--- src/rtl/oisc_com_uart.sv ---
// oisc_com_uart: memory-mapped 8N1 UART responder on the CPU com port.
// Optional COM_UART_LOOPBACK_EN: CTRL bit2 routes the TX line into RX.
module oisc_com_uart #(
  parameter logic [7:0] BASE_ADDR  = 8'h10,
  parameter int         BAUD_DIV   = 434,
  parameter int         FIFO_DEPTH = 16
) (
  input  logic       clk,
  input  logic       rst,
  input  logic [7:0] com_addr,
  input  logic [7:0] com_wr,
  input  logic       com_wr_en,
  input  logic       com_rd_en,
  output logic [7:0] com_rd,
  output logic       uart_tx,
  input  logic       uart_rx,
  output logic       irq
);
  localparam int AW = $clog2(FIFO_DEPTH);
  localparam int CW = $clog2(BAUD_DIV);
  localparam logic [CW-1:0] BIT_END  = CW'(BAUD_DIV - 1);
  localparam logic [CW-1:0] HALF_END = CW'(BAUD_DIV / 2 - 1);
  localparam logic [CW-1:0] C_ONE    = CW'(1);
  localparam logic [AW:0]   P_ONE    = (AW+1)'(1);

  typedef enum logic [1:0] {S_IDLE, S_START, S_DATA, S_STOP} st_t;

  logic hit_data, hit_stat, hit_ctrl;
  logic wr_ctrl, clr_ovr, flush;
  logic [7:0] ctrl_rd;

  logic [7:0] tx_mem [FIFO_DEPTH];
  logic [AW:0] tx_wp, tx_rp;
  logic tx_empty, tx_full, tx_push, tx_pop;
  logic [7:0] tx_head;

  logic [7:0] rx_mem [FIFO_DEPTH];
  logic [AW:0] rx_wp, rx_rp;
  logic rx_empty, rx_full, rx_push, rx_pop;

  st_t tx_st, tx_nxt, rx_st, rx_nxt;
  logic [CW-1:0] tx_cnt, rx_cnt;
  logic [2:0] tx_bit, rx_bit;
  logic [7:0] tx_sr, rx_sr;
  logic tx_end, tx_bit_val, tx_line;
  logic rx_end, rx_done, ovr_set;
  logic rx_in, rx_s1, rx_s2, rx_d;
  logic overrun;

  assign hit_data = (com_addr == BASE_ADDR);
  assign hit_stat = (com_addr == BASE_ADDR + 8'd1);
  assign hit_ctrl = (com_addr == BASE_ADDR + 8'd2);
  assign wr_ctrl  = com_wr_en && hit_ctrl;
  assign clr_ovr  = wr_ctrl && com_wr[0];
  assign flush    = wr_ctrl && com_wr[1];

  assign tx_empty = (tx_wp == tx_rp);
  assign tx_full  = (tx_wp[AW] != tx_rp[AW]) &&
                    (tx_wp[AW-1:0] == tx_rp[AW-1:0]);
  assign rx_empty = (rx_wp == rx_rp);
  assign rx_full  = (rx_wp[AW] != rx_rp[AW]) &&
                    (rx_wp[AW-1:0] == rx_rp[AW-1:0]);
  assign tx_head  = tx_mem[tx_rp[AW-1:0]];
  assign tx_push  = com_wr_en && hit_data && !tx_full;
  assign rx_pop   = com_rd_en && hit_data && !rx_empty;
  assign irq      = !rx_empty || overrun;

`ifdef COM_UART_LOOPBACK_EN
  logic loop_en;
  assign ctrl_rd = {5'b00000, loop_en, 2'b00};
  assign rx_in   = loop_en ? tx_line : uart_rx;
  assign uart_tx = loop_en ? 1'b1 : tx_line;

  // Loopback enable bit, written through CTRL
  always_ff @(posedge clk or posedge rst) begin
    if (rst) loop_en <= 1'b0;
    else if (wr_ctrl) loop_en <= com_wr[2];
  end
`else
  assign ctrl_rd = 8'h00;
  assign rx_in   = uart_rx;
  assign uart_tx = tx_line;
`endif

  // Register read mux
  always_comb begin
    com_rd = 8'h00;
    unique case (1'b1)
      hit_data: com_rd = rx_empty ? 8'h00 : rx_mem[rx_rp[AW-1:0]];
      hit_stat: com_rd = {3'b000, overrun, rx_full,
                          rx_empty, tx_empty, tx_full};
      hit_ctrl: com_rd = ctrl_rd;
      default:  com_rd = 8'h00;
    endcase
  end

  // FIFO storage, no reset needed
  always_ff @(posedge clk) begin
    if (tx_push) tx_mem[tx_wp[AW-1:0]] <= com_wr;
    if (rx_push) rx_mem[rx_wp[AW-1:0]] <= rx_sr;
  end

  // FIFO pointers; flush beats any same-cycle push
  always_ff @(posedge clk or posedge rst) begin
    if (rst) begin
      tx_wp <= '0; tx_rp <= '0;
      rx_wp <= '0; rx_rp <= '0;
    end else if (flush) begin
      tx_wp <= '0; tx_rp <= '0;
      rx_wp <= '0; rx_rp <= '0;
    end else begin
      if (tx_push) tx_wp <= tx_wp + P_ONE;
      if (tx_pop)  tx_rp <= tx_rp + P_ONE;
      if (rx_push) rx_wp <= rx_wp + P_ONE;
      if (rx_pop)  rx_rp <= rx_rp + P_ONE;
    end
  end

  // Sticky overrun; a new overrun beats a clear
  always_ff @(posedge clk or posedge rst) begin
    if (rst) overrun <= 1'b0;
    else if (ovr_set) overrun <= 1'b1;
    else if (clr_ovr) overrun <= 1'b0;
  end

  // TX state register
  always_ff @(posedge clk or posedge rst) begin
    if (rst) tx_st <= S_IDLE;
    else tx_st <= tx_nxt;
  end

  assign tx_end = (tx_cnt == BIT_END);

  // TX next state
  always_comb begin
    tx_nxt = tx_st;
    unique case (tx_st)
      S_IDLE:  if (!tx_empty) tx_nxt = S_START;
      S_START: if (tx_end) tx_nxt = S_DATA;
      S_DATA:  if (tx_end && tx_bit == 3'd7) tx_nxt = S_STOP;
      S_STOP:  if (tx_end) tx_nxt = tx_empty ? S_IDLE : S_START;
      default: tx_nxt = S_IDLE;
    endcase
  end

  // TX outputs: FIFO pop and current line level
  always_comb begin
    tx_pop = 1'b0;
    tx_bit_val = 1'b1;
    unique case (tx_st)
      S_IDLE:  tx_pop = !tx_empty;
      S_START: tx_bit_val = 1'b0;
      S_DATA:  tx_bit_val = tx_sr[0];
      S_STOP:  tx_pop = tx_end && !tx_empty;
      default: tx_bit_val = 1'b1;
    endcase
  end

  // TX datapath: baud counter, shifter, registered line
  always_ff @(posedge clk or posedge rst) begin
    if (rst) begin
      tx_cnt <= '0; tx_bit <= '0;
      tx_sr <= '0; tx_line <= 1'b1;
    end else begin
      tx_line <= tx_bit_val;
      if (tx_st == S_IDLE || tx_end) tx_cnt <= '0;
      else tx_cnt <= tx_cnt + C_ONE;
      if (tx_pop) begin
        tx_sr <= tx_head;
        tx_bit <= '0;
      end else if (tx_st == S_DATA && tx_end) begin
        tx_sr <= {1'b0, tx_sr[7:1]};
        tx_bit <= tx_bit + 3'd1;
      end
    end
  end

  // RX state register
  always_ff @(posedge clk or posedge rst) begin
    if (rst) rx_st <= S_IDLE;
    else rx_st <= rx_nxt;
  end

  assign rx_end = (rx_st == S_START) ? (rx_cnt == HALF_END)
                                     : (rx_cnt == BIT_END);

  // RX next state; start bit rechecked at half a bit
  always_comb begin
    rx_nxt = rx_st;
    unique case (rx_st)
      S_IDLE:  if (rx_d && !rx_s2) rx_nxt = S_START;
      S_START: if (rx_end) rx_nxt = rx_s2 ? S_IDLE : S_DATA;
      S_DATA:  if (rx_end && rx_bit == 3'd7) rx_nxt = S_STOP;
      S_STOP:  if (rx_end) rx_nxt = S_IDLE;
      default: rx_nxt = S_IDLE;
    endcase
  end

  // RX outputs: push a good byte or flag overrun
  always_comb begin
    rx_done = (rx_st == S_STOP) && rx_end;
    rx_push = rx_done && rx_s2 && !rx_full;
    ovr_set = rx_done && rx_s2 && rx_full;
  end

  // RX datapath: synchroniser, baud counter, shifter
  always_ff @(posedge clk or posedge rst) begin
    if (rst) begin
      rx_s1 <= 1'b1; rx_s2 <= 1'b1; rx_d <= 1'b1;
      rx_cnt <= '0; rx_bit <= '0; rx_sr <= '0;
    end else begin
      rx_s1 <= rx_in;
      rx_s2 <= rx_s1;
      rx_d  <= rx_s2;
      if (rx_st == S_IDLE || rx_end) rx_cnt <= '0;
      else rx_cnt <= rx_cnt + C_ONE;
      if (rx_st == S_START) rx_bit <= '0;
      else if (rx_st == S_DATA && rx_end) begin
        rx_sr <= {rx_s2, rx_sr[7:1]};
        rx_bit <= rx_bit + 3'd1;
      end
    end
  end
endmodule

--- config.mk ---
export PLATFORM = sky130hd
export DESIGN_NAME = oisc_com_uart
export DESIGN_NICKNAME = d
export VERILOG_FILES = /design/src/rtl/oisc_com_uart.sv
export SDC_FILE = /design/constraint.sdc
export NUM_CORES = 1
export LEC_CHECK = 0
export ABC_AREA = 1
export ABC_CLOCK_PERIOD_IN_PS = 4260
export BUFFER_PORTS_ARGS = -buffer_cell sky130_fd_sc_hd__buf_2
export CELL_PAD_IN_SITES_DETAIL_PLACEMENT = 1
export CELL_PAD_IN_SITES_GLOBAL_PLACEMENT = 1
export CORE_ASPECT_RATIO = 1.5
export CORE_MARGIN = 1.5
export CORE_UTILIZATION = 44
export DETAILED_ROUTE_END_ITERATION = 12
export PLACE_DENSITY_LB_ADDON = 0.1
export SLEW_MARGIN = 15
export SYNTH_ARGS = -nofsm -noshare
export SYNTH_HDL_FRONTEND = slang
export SYNTH_SLANG_ARGS = --single-unit
--- constraint.sdc ---
create_clock -name clk -period 4.26 [get_ports clk]
set_input_delay 0.639 -clock clk [delete_from_list [all_inputs] [get_ports clk]]
set_output_delay 0.639 -clock clk [all_outputs]
set_load 0.01 [all_outputs]
=== Yosys cells after proc, flatten, opt, wreduce, memory -nomap -nowiden ===
Memories as Yosys holds them, arrays and structs flattened.
Index checks and enable logic that the tools add are counted.

* Add/subtract/negate cells: 8
* Equality and inequality tests: 28
* Mux-type cells: 39
* Bitwise operators: 1
* Reduce and logical (&&, ||, !) cells: 39

{| class="wikitable"
|+ Operators with widths
! kind !! number
|-
| $mux W5 || 8
|-
| $eq A8 B5 Y1 const B || 3
|-
| $mux W8 || 3
|-
| $add A5 B1 Y5 const B || 4
|-
| $logic_and A1 B1 Y1 || 19
|-
| $add A9 B1 Y9 const B || 2
|-
| $eq A9 B9 Y1 const B || 2
|-
| $mux W2 || 9
|-
| $mux W9 || 2
|-
| $ne A2 B2 Y1 const B || 8
|-
| $pmux W2 S4 || 2
|-
| $pmux W8 S2 || 1
|-
| $reduce_bool A2 Y1 || 7
|-
| $mux W3 || 4
|-
| $eq A5 B5 Y1 || 2
|-
| $eq A9 B8 Y1 const B || 1
|-
| $eq A2 B2 Y1 const B || 4
|-
| $eq A4 B4 Y1 || 2
|-
| $mux W1 || 8
|-
| $reduce_and A4 Y1 || 2
|-
| $add A3 B1 Y3 const B || 2
|-
| $eq A3 B3 Y1 const B || 2
|-
| $logic_not A1 Y1 || 5
|-
| $eq A2 B1 Y1 const B || 2
|-
| other kinds (6) || 11
|}

* Flip-flop bits (word level): 69
* Memory bits (writable): 256
* Input bits: 21
* Word-level logic and storage cells: 134
* Memories kept: 2

{| class="wikitable"
|+ Memories
! memory !! words !! bits a word !! read ports !! clocked after memory_dff !! write ports !! line !! RTL
|-
| rx_mem || 16 || 8 || 1 || 0 || 1 || 37 || <nowiki>logic [7:0] rx_mem [FIFO_DEPTH];</nowiki>
|-
| tx_mem || 16 || 8 || 1 || 0 || 1 || 32 || <nowiki>logic [7:0] tx_mem [FIFO_DEPTH];</nowiki>
|}

=== Depth between registers and ports, before layout ===
Gate-level depths: netlist of the first run.

* Depth after elaboration: 7
* Depth in mapped cells: 13

=== Worst setup path before layout of the first run ===
Ideal clock, no wire load.

* Kind: input -> output
* Start point: in com_addr[4]
* End point: out com_rd[0]
* Arrival: 1591 ps
* Slack: 2030 ps
* Stages: 8
* Buffers on the path: 0
* Cell sequence: inv_1 nor2_1 nand2_1 inv_1 nand2_1 nor4_1 inv_1 o21ai_0

* Longest elaborated chain between the ends: 2
* Elaborated cells between the ends (all ways): 3
* Those cells by class: eq/ne: 2; mux: 1

{| class="wikitable"
|+ Ends and longest elaborated chain
! item !! line !! RTL
|-
| from (decl) || 10 || <nowiki>input logic [7:0] com_addr,</nowiki>
|-
| $eq A8 B5 Y1 (on tied branches) || 51, 50 ||
|-
| $pmux W8 S2 * || 88 || <nowiki>unique case (1'b1)</nowiki>
|-
| to (decl) || 14 || <nowiki>output logic [7:0] com_rd,</nowiki>
|}

Mark *: on every way between the ends. The rest lies on a longest branch, timed or not.

=== Worst setup path in the final report of the first run ===
* Start point: reg rx_rp[0]
* End point: out com_rd[4]

* Longest elaborated chain between the ends: 3
* Elaborated cells between the ends (all ways): 4
* Those cells by class: eq/ne: 1; mux: 2; memory: 1

{| class="wikitable"
|+ Ends and longest elaborated chain
! item !! line !! RTL
|-
| from (decl) || 38 || <nowiki>logic [AW:0] rx_wp, rx_rp;</nowiki>
|-
| from (signal assigned) || 115 || <nowiki>if (rx_pop) rx_rp <= rx_rp + P_ONE;</nowiki>
|-
| $mem_v2 Z16 W8 / $eq A5 B5 Y1 (equally long branches) || -- ||
|-
| $mux W8 * || 89 || <nowiki>hit_data: com_rd = rx_empty ? 8'h00 : rx_mem[rx_rp[AW-1:0]];</nowiki>
|-
| $pmux W8 S2 * || 88 ||
|}

Marks and branches as above.

==> key figures, run 1 <==
Synthesis
  • Mapped Cells: 1240
  • Avg Cell Area, Syn: 11.22 µm²
  • Post-synth EDFFs: ~260
  • Mapped Nets: between 1k and 1.5k
  • Mapped Area: roughly 0.014 mm²
  • Synth area leaders: edfxtp_1 55%, dfrtp_1 12%, nor2_1 5.9%
  • Leading area contributor after synthesis: edfxtp_1
  • Ys async rst share: a little over a fifth
  • Register area share after synthesis: between 60 and 70%
  • Register bit total from synthesis: 325
  • Main flop type after synthesis: edfxtp_1
  • Yosys warning count: 0
  • Top cell type's share of synthesized area: between 50% and 60%
  • Post-synth cell types: 49

Floorplanning
  • Core area: between 0.03 and 0.04 mm²
  • Die X: around 150 µm
  • Die span in y: ~220 µm
  • IO Pins: 31
  • Row cnt: 79
  • Die ar.: ~0.033 mm²
  • Initial Utilization: between 40% and 50%

Power and ir drop
  • PwrDens: between 400 and 500 mW/mm²
  • Leak: about 5.5 nW
  • Internal power: just over 5 mW
  • Total Power: approximately 6.8 mW
  • Clk pwr share: 39.1%
  • Peak VDD IR: between 0.3 and 0.4 mV
  • Sw frac: roughly 25%
  • Seq pwr share: between 50 and 60%
  • Comb power frac: roughly 8.5%
  • P_sw: between 1.5 and 2 mW

Global route
  • Pin count of the biggest net entering global routing: between 60 and 70
  • Vias in the first global route: approximately 10k
  • Total grt overflow: 0
  • First-pass GRT wire length: ~57000 µm
  • Initial antenna violation count: 1
  • Tot GR Track Use: 23.43%

Timing
  • Maximum clock rate: roughly 0.28 GHz
  • Setup violators final: 0
  • Slew headroom: between 20% and 30%
  • Fin crit share: between 80% and 90%
  • Min Tclk post-route: approximately 3500 ps
  • Setup ws final: about 750 ps
  • Hold violation total from the final report: 0
  • Unrepaired setup endpoints after global routing: false
  • Hold WS: 158.6 ps
  • Setup TNS Final: 0 ps
  • Final Skew: ~21 ps
  • Worst-margin pin slew: 1153 ps
  • Max-slew violation count: 0

Setup path
  • Arr. time, crit path: between 2000 and 3000 ps
  • Worst EP required: about 3600 ps
  • CP max FO: 67
  • Critical Path Start Type: flip-flop
  • Crit path capture type: primary output
  • Crit Path Class: flip-flop to primary output

Clock network
  • CTS buffer count: 31
  • H-tree levels: 1
  • # resized after CTS: 0
  • Clock buffer depth: 3
  • Post-CTS Setup Repair Bufs: 0
  • Clock root cell: clkbuf_16
  • Clock-pin slew on the worst setup and hold paths: ~60 ps
  • Worst-Skew Late Latency: 590 ps
  • Clock Sinks: 325
  • Hold_buf cts: 0
  • TritonCTS clock tree: done

Layout
  • Area grow syn2layout: 10.65%
  • Most common cell after layout, fill and taps aside: edfxtp_1
  • Most frequent cells in the layout: 256 x edfxtp_1, 218 x nor2_1, 184 x nand2_1
  • Layout cells sized above 1: under 10%
  • Nets@finish: 1308
  • FILL cells: about 3.3k

Place
  • Post-DP HPWL: about 25000 µm
  • Port bufs: 30
  • Post-Place Worst Slack: roughly 1200 ps
  • GPL Wtd Cong: 0.8042

Detailed routing
  • DRT Wirelength: ~37000 µm
  • Initial DRC count: approximately 500
  • Routed Antenna Nets: 0
  • First drt pass iteration count: 5
  • WL/cell: about 22 µm
  • Via density: roughly 5.6
  • DR vias: between 9k and 10k
  • DRC Markers: 0

Job
  • Max Cap Violations: 0

Min path
  • HP Class: input pin to flip-flop

Status
  • Status: complete, no violations
## flip-flops by register name (all words and copies together), names as in the netlist, 2 cells and up, named ones only
register  cells
rx_bit        3
tx_st         2
rx_cnt        9
tx_sr         8
tx_wp         5
tx_bit        3
rx_sr         8
rx_rp         5
rx_wp         5
tx_cnt        9
rx_mem      128
tx_mem      128
tx_rp         5
## per-layer routing
metal | GRT usage, % | up-vias | routed length (µm)
met3 | 2.433 | 86 | 1025
met5 | 0 | - | 0
met2 | 45.64 | 182 | 20610
met1 | 25.30 | 4774 | 14110
li1 | - | 4393 | -
met4 | 10.63 | 0 | 1578
## critical path, cell delays in order (launching register included)
cell	delay, ps
dfrtp_2	360
buf_4	560
nand2_1	100
a21oi_1	260
nand3_1	240
nand2_1	180
inv_1	130
nand4_1	140
nand2_1	140
buf_2	170
## Yosys cell counts (4+ instances only)
library cell  instances
nor2_1              218
inv_1                67
nand3_1              51
nor3_1               10
o221ai_1             13
nor2_4                4
a21oi_1              31
edfxtp_1            256
o22ai_1              31
dfrtp_1              65
inv_2                 4
o21ai_0             142
a32o_1                5
nand2_1             184
xor2_1               14
o211ai_1             14
buf_2                25
clkbuf_1             20
nor2_2                6
nand2_2               4
ha_1                 21
nand4_1               9
dfstp_2               4
## power groups by stage
stage	combinational (mW)	sequential, mW	clock, mW
floorplan	0.405	3.58	0
global route	0.646	3.54	2.81
global placement	0.569	3.60	0
finish	0.575	3.53	2.64
CTS	0.586	3.53	2.70
detailed placement	0.582	3.60	0
## cell type report
class	count	area (µm²)	area share, %
flip-flops and latches	325	9422	61.22
multi-input cells	792	3986	25.90
clock buffers	41	813.3	5.285
well taps	405	506.7	3.293
inverters	73	275.3	1.789
repair buffers	43	247.7	1.610
clock inverters	14	135.1	0.8781
diodes	1	2.502	0.01626
## kinds of logic after synthesis
family	share of synthesized area (%)
buffers and inverters	3.608
AND/OR/NAND/NOR	15.46
adder cells (fa/ha/maj)	1.889
AO/OA/AOI/OAI	10.31
flip-flops	67.73
XOR/XNOR	1.008
## path summary, 6_finish.rpt
| check | to | from | depth (start not counted) | slack, ps |
|---|---|---|---|---|
| worst max-delay path | com_rd[4] | rx_rp[0]$_DFFE_PP0P_ | 9 | 750 |
| worst min-delay path | rx_s1$_DFF_PP1_ | uart_rx | 1 | 160 |
| worst max register to register | rx_mem[0][7]$_DFFE_PP_ | rx_rp[1]$_DFFE_PP0P_ | 8 | 1460 |
| worst min register to register | rx_s2$_DFF_PP1_ | rx_s1$_DFF_PP1_ | 0 | 360 |
| max in group asynchronous | uart_tx$_DFF_PP1_ | rst | 3 | 3180 |
| min in group asynchronous | rx_cnt[7]$_DFF_PP0_ | rst | 2 | 230 |
## stage by stage
step           instances  utilization (%)  cell area, µm²
2_1_floorplan       1240                -           13910
3_3_place_gp        1638            46.52           14440
3_5_place_dp        1638            46.52           14440
4_1_cts             1693            49.57           15390
5_1_grt             1694            49.58           15390
6_report            1694            49.58           15390
Note: power is estimated with default switching activity, not from simulation.
==> run 2: changes to the inputs <==
Settings changed: ABC_AREA 1 to 0, ABC_CLOCK_PERIOD_IN_PS 4260 to 3300.
Clock period 4.26 ns to 3.3 ns, I/O delays scaled along.
==> key figures, run 2 <==
Power and ir drop
  • PwrDens: 534.4 mW/mm² (+22%)
  • Comb power frac: 3.9% (-4.6 points)
  • Peak VDD IR: 0.4755 mV (+31%)
  • Seq pwr share: 55.5% (+3.2 points)
  • P_sw: 1.725 mW (+4.1%)
  • Leak: 5.129 nW (-6.3%)
  • Internal power: 6.444 mW (+27%)
  • Clk pwr share: 40.6% (+1.5 points)
  • Total Power: 8.169 mW (+21%)
  • Sw frac: 21.12% (-3.4 points)

Global route
  • Met3 Resource Use GR: 2.422% (-0.011 points)
  • Vias in the first global route: 8012 (-20%)
  • Initial antenna violation count: 1 (unchanged)
  • Pin count of the biggest net entering global routing: 36 (-47%)
  • Global Route met2 Usage: 40.14% (-5.5 points)
  • First-pass GRT wire length: 48620 µm (-15%)
  • Met1 Track Usage GR: 22.69% (-2.6 points)
  • Global route hottest layer: met2
  • Total grt overflow: 0 (unchanged)
  • Tot GR Track Use: 20.44% (-3.0 points)

Timing
  • Setup violators final: 0 (unchanged)
  • Unrepaired setup endpoints after global routing: false
  • Max-slew violation count: 0 (unchanged)
  • Setup TNS Final: 0 ps (unchanged)
  • Maximum clock rate: roughly 0.31 GHz
  • Worst-margin pin slew: 758.3 ps (-394.7 ps)
  • Fin crit share: between 90% and 100%
  • Hold violation total from the final report: 0 (unchanged)
  • Final Skew: 11.42 ps (-10.05 ps)
  • Min Tclk post-route: about 3300 ps
  • Slew headroom: 49.37% (+26 points)

Setup path
  • Max stage delay on crit path: 530 ps (-30 ps)
  • Crit path capture type: primary output
  • Arr. time, crit path: 2770 ps (-100 ps)
  • CP max-delay cell: mux4_2
  • Worst path cell trace: buf_6, mux4_2, mux2_2, a21oi_1, o21ai_0, buf_2
  • Crit Path Class: flip-flop to primary output
  • Critical Path Start Type: flip-flop
  • Worst EP required: 2800 ps (-820 ps)
  • CP top delay family: multiplexers
  • CP max FO: 10 (-85%)
  • CP bufs+invs: 2 (-1)

Layout
  • Post-layout util: 50.37% (+0.79 points)
  • Most frequent cells in the layout: 256 x edfxtp_1, 67 x mux4_2, 63 x dfrtp_1
  • Storage cell area: 0.009422 mm² (unchanged)
  • Fin area: 0.01529 mm² (-0.66%)
  • Most common cell after layout, fill and taps aside: edfxtp_1
  • Antenna cells: 0 (-1)
  • Layout cells sized above 1: 23.75% (+14 points)
  • Nets@finish: 901 (-31%)
  • Multi-input gate area: 0.003933 mm² (-1.3%)
  • FILL cells: 2876 (-14%)
  • Area grow syn2layout: 12.48%

Detailed routing
  • Via density: 5.614 (+0.80%)
  • DRC Markers: 0 (unchanged)
  • WL/cell: 24.49 µm (+11%)
  • First drt pass iteration count: 4 (-1)
  • Initial DRC count: 379 (-24%)
  • DRT Wirelength: 31350 µm (-16%)
  • Routed Antenna Nets: 0 (unchanged)
  • DR vias: 7186 (-24%)

Synthesis
  • Mapped Area: 0.01359 mm² (-2.3%)
  • Ys async rst share: 21.23% (unchanged)
  • Synth area leaders: edfxtp_1 57%, dfrtp_1 12%, mux4_2 11%
  • Mux cell area share after synthesis: 13.52% (+14 points)
  • Synth Area in Compound Gates: 4.401% (-5.9 points)
  • Adder-cell share of the synthesized area: 1.933% (+0.044 points)
  • Mapped Cells: 801 (-35%)
  • Leading area contributor after synthesis: edfxtp_1
  • Post-synth cell types: 66 (+35%)
  • Yosys warning count: 0 (unchanged)
  • Post-synth EDFFs: 256 (unchanged)
  • Avg Cell Area, Syn: 16.97 µm² (+51%)
  • Largest family of logic cells by synthesized area: multiplexers
  • Register area share after synthesis: 69.31% (+1.6 points)
  • Mapped Nets: 843 (-34%)
  • Most frequent cells after synthesis: 256 x edfxtp_1, 67 x mux4_2, 65 x dfrtp_1
  • Register bit total from synthesis: 325 (unchanged)
  • Main flop type after synthesis: edfxtp_1
  • Synth Area in XOR/XNOR: 1.869% (+0.86 points)
  • Top cell type's share of synthesized area: 56.56% (+1.3 points)
  • Count leader, synth: edfxtp_1
  • Simple-gate portion of the synthesized area: 6.978% (-8.5 points)

Clock network
  • Clock root cell: clkbuf_16
  • Clock buffer depth: 3 (unchanged)
  • Hold_buf cts: 0 (unchanged)
  • Worst-Skew Late Latency: 580 ps (about the same)
  • Clock Sinks: 325 (unchanged)
  • TritonCTS clock tree: done
  • CTS buffer count: 30 (-3.2%)
  • Clock-pin slew on the worst setup and hold paths: 70 ps (about the same)
  • H-tree levels: 1 (unchanged)

Floorplanning
  • Die ar.: 0.03197 mm² (-2.2%)
  • Row cnt: 78 (-1.3%)
  • Initial Utilization: 44.78% (about the same)
  • Core area: 0.03035 mm² (-2.2%)
  • Die span in y: 218.2 µm (-1.1%)
  • Die X: 146.5 µm (-1.1%)
  • IO Pins: 31 (unchanged)

Place
  • Placement Cell Area: 0.01430 mm² (-0.99%)
  • Post-DP HPWL: 21360 µm (-14%)
  • Port bufs: 30 (unchanged)
  • GPL Wtd Cong: 0.8217 (+2.2%)

Job
  • Max Cap Violations: 0 (unchanged)

Status
  • Status: complete, no violations

Min path
  • HP Class: input pin to flip-flop
-- run 2: cell families after synthesis --
| kind of cell | count (synthesis) |
|---|---|
| buffers and inverters | 57 |
| AO/OA/AOI/OAI | 91 |
| XOR/XNOR | 29 |
| flip-flops | 325 |
| adder cells (fa/ha/maj) | 21 |
| multiplexers | 98 |
| AND/OR/NAND/NOR | 180 |
-- run 2: repair_timing --
action                                  CTS  global route
buffers inserted                          3             0
pin swaps                                 1             0
resized for setup                         5             5
endpoints found under the setup margin    8             4
-- run 2: metrics by stage --
stage / hold slack (ps) / setup slack (ps) / cells
after floorplan: 345.2 / 638.4 / 801
after global placement: 350.4 / 420.7 / 1224
after detailed placement: 347.5 / 299.3 / 1224
after CTS: 0.04691 / -8.179 / 1280
after global routing: 10.64 / 3.506 / 1280
final: 27.78 / 30.22 / 1280
-- run 2: power groups by stage --
stage | Combinational, mW | Clock (mW) | Sequential (mW)
finish | 0.318 | 3.32 | 4.53
global route | 0.359 | 3.53 | 4.54
CTS | 0.327 | 3.40 | 4.53
detailed placement | 0.322 | 0 | 4.62
global placement | 0.306 | 0 | 4.61
floorplan | 0.214 | 0 | 4.59
-- run 2: final timing paths --
| check | startpoint | endpoint | slack (ps) | cells after the start |
|---|---|---|---|---|
| hold reg to reg | rx_s1$_DFF_PP1_ | rx_s2$_DFF_PP1_ | 360 | 0 |
| setup reg to reg | flip-flop | rx_mem[4][5]$_DFFE_PP_ | 410 | 5 |
| setup / recovery | rx_rp[0]$_DFFE_PP0P_ | com_rd[4] | 30 | 6 |
| min in group asynchronous | rst | tx_cnt[8]$_DFF_PP0_ | 60 | 2 |
| max in group asynchronous | rst | uart_tx$_DFF_PP1_ | 2420 | 3 |
| hold / removal | uart_rx | rx_s1$_DFF_PP1_ | 30 | 1 |
-- run 2: layout make-up --
type | instances | share of cell area [%]
Sequential cell | 325 | 61.63
Multi-Input combinational cell | 419 | 25.72
Clock buffer | 40 | 5.222
Tap cell | 400 | 3.274
Timing Repair Buffer | 62 | 2.758
Clock inverter | 13 | 0.8758
Inverter | 21 | 0.5156
-- run 2: per-layer routing --
metal,vias up,share of wire (%)
met2,115,57
met1,3787,36
li1,3242,-
met4,2,2.3
met3,40,4.0
met5,-,0.061
